`src/rtl/btn_pkg.sv`:
```
// Shared defaults and width helper for the push-button debounce bank.
package btn_pkg;

    localparam int BTN_TICK_DIV_DEF      = 50000;
    localparam int BTN_SETTLE_DEF        = 10;
    localparam int BTN_REPEAT_DELAY_DEF  = 500;
    localparam int BTN_REPEAT_PERIOD_DEF = 100;

    // Bits needed to hold 0..max_val; never narrower than one bit.
    function automatic int btn_cnt_w(input int max_val);
        return (max_val < 1) ? 1 : $clog2(max_val + 1);
    endfunction

endpackage

```
`src/rtl/btn_debounce_ch.sv`:
```
// One button channel: 2-flop sync, tick-based settle filter, press/release strobes, toggle, optional BTN_REPEAT_EN auto-repeat.
// Level/strobes change 2 sync cycles + SETTLE_TICKS ticks after a clean pin edge; no backpressure, strobes are fire-and-forget.
module btn_debounce_ch
    import btn_pkg::*;
#(
    parameter int SETTLE_TICKS        = BTN_SETTLE_DEF,
    parameter bit INVERT              = 1'b0,
    parameter int REPEAT_DELAY_TICKS  = BTN_REPEAT_DELAY_DEF,
    parameter int REPEAT_PERIOD_TICKS = BTN_REPEAT_PERIOD_DEF
) (
    input  logic clk,
    input  logic rst,
    input  logic tick,
    input  logic btn_in,
    output logic btn_level,
    output logic btn_press,
    output logic btn_release,
    output logic btn_toggle
);

    localparam int              CNT_W    = btn_cnt_w(SETTLE_TICKS);
    localparam logic [CNT_W-1:0] CNT_LAST = CNT_W'(SETTLE_TICKS - 1);

    logic             sync1;
    logic             sync2;
    logic             raw;
    logic             accept;
    logic             rpt_fire;
    logic [CNT_W-1:0] cnt;

    // Reset to the idle pin level so no phantom edge appears after reset.
    always_ff @(posedge clk) begin
        if (rst) begin
            sync1 <= INVERT;
            sync2 <= INVERT;
        end else begin
            sync1 <= btn_in;
            sync2 <= sync1;
        end
    end

    assign raw    = sync2 ^ INVERT;
    assign accept = (raw != btn_level) && tick && (cnt == CNT_LAST);

`ifdef BTN_REPEAT_EN
    localparam int RPT_MAX = (REPEAT_DELAY_TICKS > REPEAT_PERIOD_TICKS) ?
                             REPEAT_DELAY_TICKS : REPEAT_PERIOD_TICKS;
    localparam int RPT_W   = btn_cnt_w(RPT_MAX);

    logic [RPT_W-1:0] rpt_cnt;
    logic [RPT_W-1:0] rpt_next;
    logic [RPT_W-1:0] rpt_target;
    logic             rpt_armed;

    // A release accepted on the same tick wins over a repeat strobe.
    always_comb begin
        rpt_next   = rpt_cnt + 1'b1;
        rpt_target = rpt_armed ? RPT_W'(REPEAT_PERIOD_TICKS) : RPT_W'(REPEAT_DELAY_TICKS);
        rpt_fire   = btn_level && tick && !accept && (rpt_next == rpt_target);
    end

    always_ff @(posedge clk) begin
        if (rst || !btn_level) begin
            rpt_cnt   <= '0;
            rpt_armed <= 1'b0;
        end else if (tick && !accept) begin
            if (rpt_fire) begin
                rpt_cnt   <= '0;
                rpt_armed <= 1'b1;
            end else begin
                rpt_cnt   <= rpt_next;
            end
        end
    end
`else
    assign rpt_fire = 1'b0;
`endif

    always_ff @(posedge clk) begin
        if (rst) begin
            cnt         <= '0;
            btn_level   <= 1'b0;
            btn_press   <= 1'b0;
            btn_release <= 1'b0;
            btn_toggle  <= 1'b0;
        end else begin
            btn_press   <= rpt_fire;
            btn_release <= 1'b0;
            if (raw == btn_level) begin
                cnt <= '0;
            end else if (tick) begin
                if (accept) begin
                    btn_level <= raw;
                    cnt       <= '0;
                    if (raw) begin
                        btn_press  <= 1'b1;
                        btn_toggle <= ~btn_toggle;
                    end else begin
                        btn_release <= 1'b1;
                    end
                end else begin
                    cnt <= cnt + 1'b1;
                end
            end
        end
    end

endmodule

```
`src/rtl/btn_debounce_bank.sv`:
```
// Multi-channel button conditioner: shared tick prescaler feeding CHANNELS debounce channels (BTN_REPEAT_EN adds auto-repeat).
// Latency 2 + (SETTLE_TICKS-1)*TICK_DIV+1 .. SETTLE_TICKS*TICK_DIV cycles per edge; no backpressure.
module btn_debounce_bank
    import btn_pkg::*;
#(
    parameter int                  CHANNELS            = 4,
    parameter int                  TICK_DIV            = BTN_TICK_DIV_DEF,
    parameter int                  SETTLE_TICKS        = BTN_SETTLE_DEF,
    parameter logic [CHANNELS-1:0] INVERT              = '0,
    parameter int                  REPEAT_DELAY_TICKS  = BTN_REPEAT_DELAY_DEF,
    parameter int                  REPEAT_PERIOD_TICKS = BTN_REPEAT_PERIOD_DEF
) (
    input  logic                clk,
    input  logic                rst,
    input  logic [CHANNELS-1:0] btn_in,
    output logic [CHANNELS-1:0] btn_level,
    output logic [CHANNELS-1:0] btn_press,
    output logic [CHANNELS-1:0] btn_release,
    output logic [CHANNELS-1:0] btn_toggle
);

    localparam int               DIV_W    = btn_cnt_w(TICK_DIV);
    localparam logic [DIV_W-1:0] DIV_LAST = DIV_W'(TICK_DIV - 1);

    logic [DIV_W-1:0] div_cnt;
    logic             tick;

    assign tick = (div_cnt == DIV_LAST);

    always_ff @(posedge clk) begin
        if (rst || tick) begin
            div_cnt <= '0;
        end else begin
            div_cnt <= div_cnt + 1'b1;
        end
    end

    for (genvar i = 0; i < CHANNELS; i++) begin : g_ch
        btn_debounce_ch #(
            .SETTLE_TICKS        (SETTLE_TICKS),
            .INVERT              (INVERT[i]),
            .REPEAT_DELAY_TICKS  (REPEAT_DELAY_TICKS),
            .REPEAT_PERIOD_TICKS (REPEAT_PERIOD_TICKS)
        ) u_ch (
            .clk         (clk),
            .rst         (rst),
            .tick        (tick),
            .btn_in      (btn_in[i]),
            .btn_level   (btn_level[i]),
            .btn_press   (btn_press[i]),
            .btn_release (btn_release[i]),
            .btn_toggle  (btn_toggle[i])
        );
    end

endmodule

```
`config.mk`:
```
export PLATFORM = sky130hd
export DESIGN_NAME = btn_debounce_bank
export DESIGN_NICKNAME = d
export VERILOG_FILES = /design/src/rtl/btn_pkg.sv /design/src/rtl/btn_debounce_ch.sv /design/src/rtl/btn_debounce_bank.sv
export SDC_FILE = /design/constraint.sdc
export NUM_CORES = 1
export LEC_CHECK = 0
export CORE_MARGIN = 2
export CORE_UTILIZATION = 45
export DETAILED_ROUTE_END_ITERATION = 10
export PLACE_DENSITY = 0.72
export SLEW_MARGIN = 5
export SYNTH_ARGS = -nofsm -noshare
export SYNTH_HDL_FRONTEND = slang
export SYNTH_SLANG_ARGS = --single-unit
```
`constraint.sdc`:
```
create_clock -name clk -period 2.6 [get_ports clk]
set_input_delay 0.52 -clock clk [delete_from_list [all_inputs] [get_ports clk]]
set_output_delay 0.52 -clock clk [all_outputs]
set_load 0.01 [all_outputs]
```
* After elaboration in Yosys (flattened, before gate mapping)
Index checks and enable logic that the tools add are counted.
** Storage, ports and cells
- Register bits :: 56
- Bits of input ports :: 6
- Output and inout port bits :: 16
- Word-level logic and storage cells :: 97
** Cells by class
- Add/subtract/negate cells :: 5
- Equality and inequality tests :: 13
- Muxes and demuxes :: 12
- Bitwise logic cells :: 13
- Reductions and logical operators :: 25
** Operators with widths (number)
- adder 16 x 1 -> 16 bit (second input constant) :: 1
- adder 4 x 1 -> 4 bit (second input constant) :: 4
- equality test 16 bit (second input constant) :: 1
- equality test 4 bit (second input constant) :: 4
- two-way mux 4 bit :: 4
- AND reduction 4 bit :: 4
- OR reduction 4 bit :: 4
- NOT 1 bit :: 13
- AND reduction 3 bit :: 4
- logical AND 1 bit :: 8
- two-way mux 1 bit :: 8
- OR reduction 2 bit :: 4
- equality test 1 bit :: 4
- inequality test 1 bit :: 4
- logical OR 1 bit :: 1

* Longest topological paths before layout
- Depth in word-level cells :: 5
- Gate-level depth with buffers :: 8
- Depth with buffers taken out :: 6

* By module
Synthesis repeated with hierarchy kept, for this count alone.
** Unflattened totals
- Cell total of the unflattened synthesis :: 233
- Area total of the unflattened synthesis :: 2332.2 µm²
** Modules (own cells, without submodules)
- btn_debounce_ch :: times used 4, cells an instance 38, area an instance 405.4 µm², sequential area each 200.2 µm²
- btn_debounce_bank :: times used 1, cells an instance 81, area an instance 710.7 µm², sequential area each 320.3 µm²

* Worst setup path before layout
OpenSTA, ideal clock, no wires.
- Path type :: flip-flop to flip-flop
- From :: register div_cnt[4]
- To :: register g_ch[1].u_ch.cnt[2]
- Setup time :: 0.070 ns
- Arrival :: 2.159 ns
- Required time :: 2.530 ns
- Path slack :: 0.372 ns
- Cell stages (with the launch flop) :: 7
- Buffers on the path :: 2
- Period minus slack after synthesis :: 2.228 ns
- Path through :: dfxtp_1 or4b_1 or4_1 buf_2 buf_6 or4_1 a21oi_1
** On the way
- Word-level cells in the longest chain between the ends :: 4
** Ends and longest elaborated chain
- start, declared :: RTL line btn_debounce_bank.sv:25 : logic [DIV_W-1:0] div_cnt;
- start signal, assigned :: RTL line btn_debounce_bank.sv:34 : div_cnt <= div_cnt + 1'b1;
- equality test 16 bit (*) :: RTL line btn_debounce_bank.sv:28 : assign tick = (div_cnt == DIV_LAST);
- logical AND 1 bit (2 in a row) :: RTL line btn_debounce_ch.sv:43 : assign accept = (raw != btn_level) && tick && (cnt == CNT_LAST);
- two-way mux 4 bit :: RTL line btn_debounce_ch.sv:92 : if (accept) begin
- end signal, assigned :: RTL line btn_debounce_ch.sv:102 : cnt <= cnt + 1'b1;
- end, declared :: RTL line btn_debounce_ch.sv:29 : logic [CNT_W-1:0] cnt;
Every way passes the cells marked *; elsewhere a longest branch is shown, timed or not.
A chain may end at the register's enable or synchronous reset.

* Worst setup path in the final report
- From :: register div_cnt[4]
- To :: register g_ch[1].u_ch.btn_toggle
** On the way
- Word-level cells in the longest chain between the ends :: 4
** Ends and longest elaborated chain
- equality test 16 bit (*) :: RTL line btn_debounce_bank.sv:28
- logical AND 1 bit (2 in a row) :: RTL line btn_debounce_ch.sv:43
- AND reduction 4 bit (no line) (*)
- end signal, assigned :: RTL line btn_debounce_ch.sv:97 : btn_toggle <= ~btn_toggle;
- end, declared :: RTL line btn_debounce_ch.sv:18 : output logic btn_toggle
Marks and branches as above.

==> results.ini <==
[clocking]
cts-hold-fix-buffers = 0
cts.sinks = 56
cts_buffers = 5
clkLatencyLatePin_ns = 0.30
cts_tree = done
htreeDepth = 2
cts_buffer_depth = 2
postCtsSetupRepairBufs = 0
cts_root_buffer = clkbuf_8
cts_resized = 0
clk_pin_slew_worst_paths_ns = 0.09

[cells_and_area]
final_common_cell = dfxtp_1
antenna_cells = 0
nets = 303
fin_util_pct = 50.9
drive_gt1_share_pct = 4.84
syn2layout_area_growth_pct = 11.3
mostFrequentLayoutCells = 56 x dfxtp_1, 26 x a21oi_1, 21 x clkdlybuf4s50_1

[sta]
hold_violations = 0
finalCritPeriodShare_pct = 89.8
fin_skew_ns = 0.00624
timing.fmax_mhz = 428
whs_ns = 0.444
slew-limit-headroom_pct = 74.0
slew_viol_final = 0
setup_violations = 0
post-route-min-period_ns = 2.33
tns_ns = 0
rsz0062_at_grt = no
worst_pin_slew_ns = 0.386

[global_routing]
grt_pass1_wl_mm = 7.53
globalRouteOverflowTotal = 0
grt_max_degree = 46
grt.busiest_layer = met2
grt_use_total_pct = 15.3
globalRouteMet1Util_pct = 19.2
use_met2_pct = 25.6
gr-usage-met3_pct = 3.33
grt_pass1_vias = 1716
antenna_found_initial = 0

[yosys]
yosys.cell_types.count = 30
synth_nets = 295
ys_seq_area_share_pct = 45.0
synth_edf_count = 0
yosysWarnings = 0
synth_top_area_share_pct = 45.0
ys_ff_latch = 56
ys_top_cells_by_area = dfxtp_1 45%, a21oi_1 5.2%, buf_4 4.8%
synth-async-reset-ratio_pct = 0
ys.flop_type = dfxtp_1
syn-cell-area_um2 = 2490
yosysTopAreaCell = dfxtp_1
synthCells = 280
avgSynthCellArea_um2 = 8.89

[setup_path]
endpoint_kind = register
critical_path.top_delay_family = simple AND/OR/NAND/NOR gates
crit_fanout = 45
cpPeakStageDelay_ns = 0.53
r2r_start = div_cnt[4]$_SDFF_PP0_
path_class = reg2reg
start_kind = register
crit_path_top_delay_cell = or4b_1
path_buf_inv = 1
critical_path_arrival_ns = 2.58
required_ns = 2.84
ff2ff_path_depth = 5
crit_path_frequent_cell = or4_1
r2r_setup_slack_ns = 0.27
path_cells = or4b_1 > or4_1 > buf_12 > or4_1 > a21oi_1
reg2reg_to = g_ch[1].u_ch.btn_toggle$_SDFFE_PP0P_

[place]
hpwl_mm = 3.02
portBuffers = 21
finalWeightedCongestion = 0.799

[drt]
wl_per_cell_um = 11.9
num_vias = 1870
detail_route.iter0.violations = 124
drtPass1Iterations = 4
via_per_inst = 5.18
drc = 0
routed_wl_mm = 4.28
ant_nets = 0

[floorplanning]
ios = 22
die_area_um2 = 6140
die_y_um = 78.4
rows = 27
core_um2 = 5440
chipWidth_um = 78.4
start_util_pct = 45.8

[hold_path]
worstHoldStart = g_ch[2].u_ch.sync1$_SDFF_PP0_
min_to = g_ch[2].u_ch.raw$_SDFF_PP0_
hold_path_depth = 1
hp-class = reg2reg

[power_and_ir_drop]
finalPower_mw = 1.40
ir_drop_mv = 0.261
p_leak_nw = 0.856
powerDensity_nw_per_um2 = 505

[job]
cap_violations = 0

[status]
status = finished clean

==> cells by family after synthesis <==
| logic type | count (synthesis) | synth area share, % |
|---|---|---|
| buffers and inverters | 38 | 8.55 |
| adders and majority gates | 9 | 4.52 |
| and+or+nand+nor | 117 | 27.1 |
| AOI/OAI and AO/OA | 48 | 10.6 |
| xor gates and xnor gates | 12 | 4.22 |
| DFF | 56 | 45.0 |
==> layer usage <==
metal | share of wire [%] | vias up
li1 | - | 971
met1 | 49 | 866
met2 | 47 | 26
met3 | 2.9 | 7
met4 | 1.6 | 0
met5 | 0 | -
==> how the worst max path moves through the flow <==
stage | cells past startpoint | from | end | slack [ns]
2_1_floorplan | 6 | div_cnt[4]$_SDFF_PP0_ | g_ch[1].u_ch.cnt[2]$_SDFFE_PP0N_ | 0.37
3_3_place_gp | 5 | div_cnt[4]$_SDFF_PP0_ | g_ch[3].u_ch.btn_toggle$_SDFFE_PP0P_ | 0.32
3_5_place_dp | 5 | div_cnt[4]$_SDFF_PP0_ | g_ch[1].u_ch.btn_toggle$_SDFFE_PP0P_ | 0.27
4_1_cts | 5 | div_cnt[4]$_SDFF_PP0_ | g_ch[1].u_ch.btn_toggle$_SDFFE_PP0P_ | 0.25
5_1_grt | 5 | div_cnt[4]$_SDFF_PP0_ | g_ch[0].u_ch.btn_toggle$_SDFFE_PP0P_ | 0.13
6_report | 5 | div_cnt[4]$_SDFF_PP0_ | g_ch[1].u_ch.btn_toggle$_SDFFE_PP0P_ | 0.27
==> Yosys cell counts, drive strengths merged (2+ instances only) <==
master,number
a21o,4
a21oi,26
and2,4
and3b,4
buf,19
clkbuf,6
dfxtp,56
ha,9
inv,13
nand2,12
nand2b,10
nand3,13
nand3b,4
nand4,3
nor2,16
nor2b,8
nor3,10
nor4,5
o21ai,13
o31ai,5
or2,2
or3,13
or4,10
xnor2,10
xor2,2
==> final cells by class <==
cell class                      instances  area [um^2]
Multi-Input combinational cell        186         1150
Fill cell                             517         2670
Timing Repair Buffer                   26          260
Clock inverter                          1         7.51
Inverter                               13         48.8
Clock buffer                            7         86.3
Tap cell                               72         90.1
Sequential cell                        56         1120
==> flip-flops by register name, summed over array words and instances (netlist names) <==
name	cells
div_cnt	16
g_ch.u_ch.sync1	4
g_ch.u_ch.btn_toggle	4
g_ch.u_ch.raw	4
g_ch.u_ch.btn_release	4
g_ch.u_ch.cnt	16
g_ch.u_ch.btn_level	4
g_ch.u_ch.btn_press	4
==> through the flow <==
step	instance area, um^2	setup WS, ns	instances
finish	2770	0.266	361
detailed placement	2680	0.275	353
global placement	2680	0.317	353
CTS	2770	0.253	361
floorplan	2490	0.372	280
global route	2770	0.134	361
==> report_power, final <==
group	total [mW]	switching [mW]	internal, mW
sequential	0.873	0.00632	0.867
combinational	0.0389	0.0198	0.0191
clock	0.486	0.269	0.217
total	1.40	0.295	1.10
==> worst reg2reg max path, cell delays in order (launching register included) <==
cell and delay [ns]:
dfxtp_1 0.35, or4b_1 0.53, or4_1 0.53, buf_12 0.20, or4_1 0.51, a21oi_1 0.15
No activity file was read; power rests on OpenSTA's default activity.
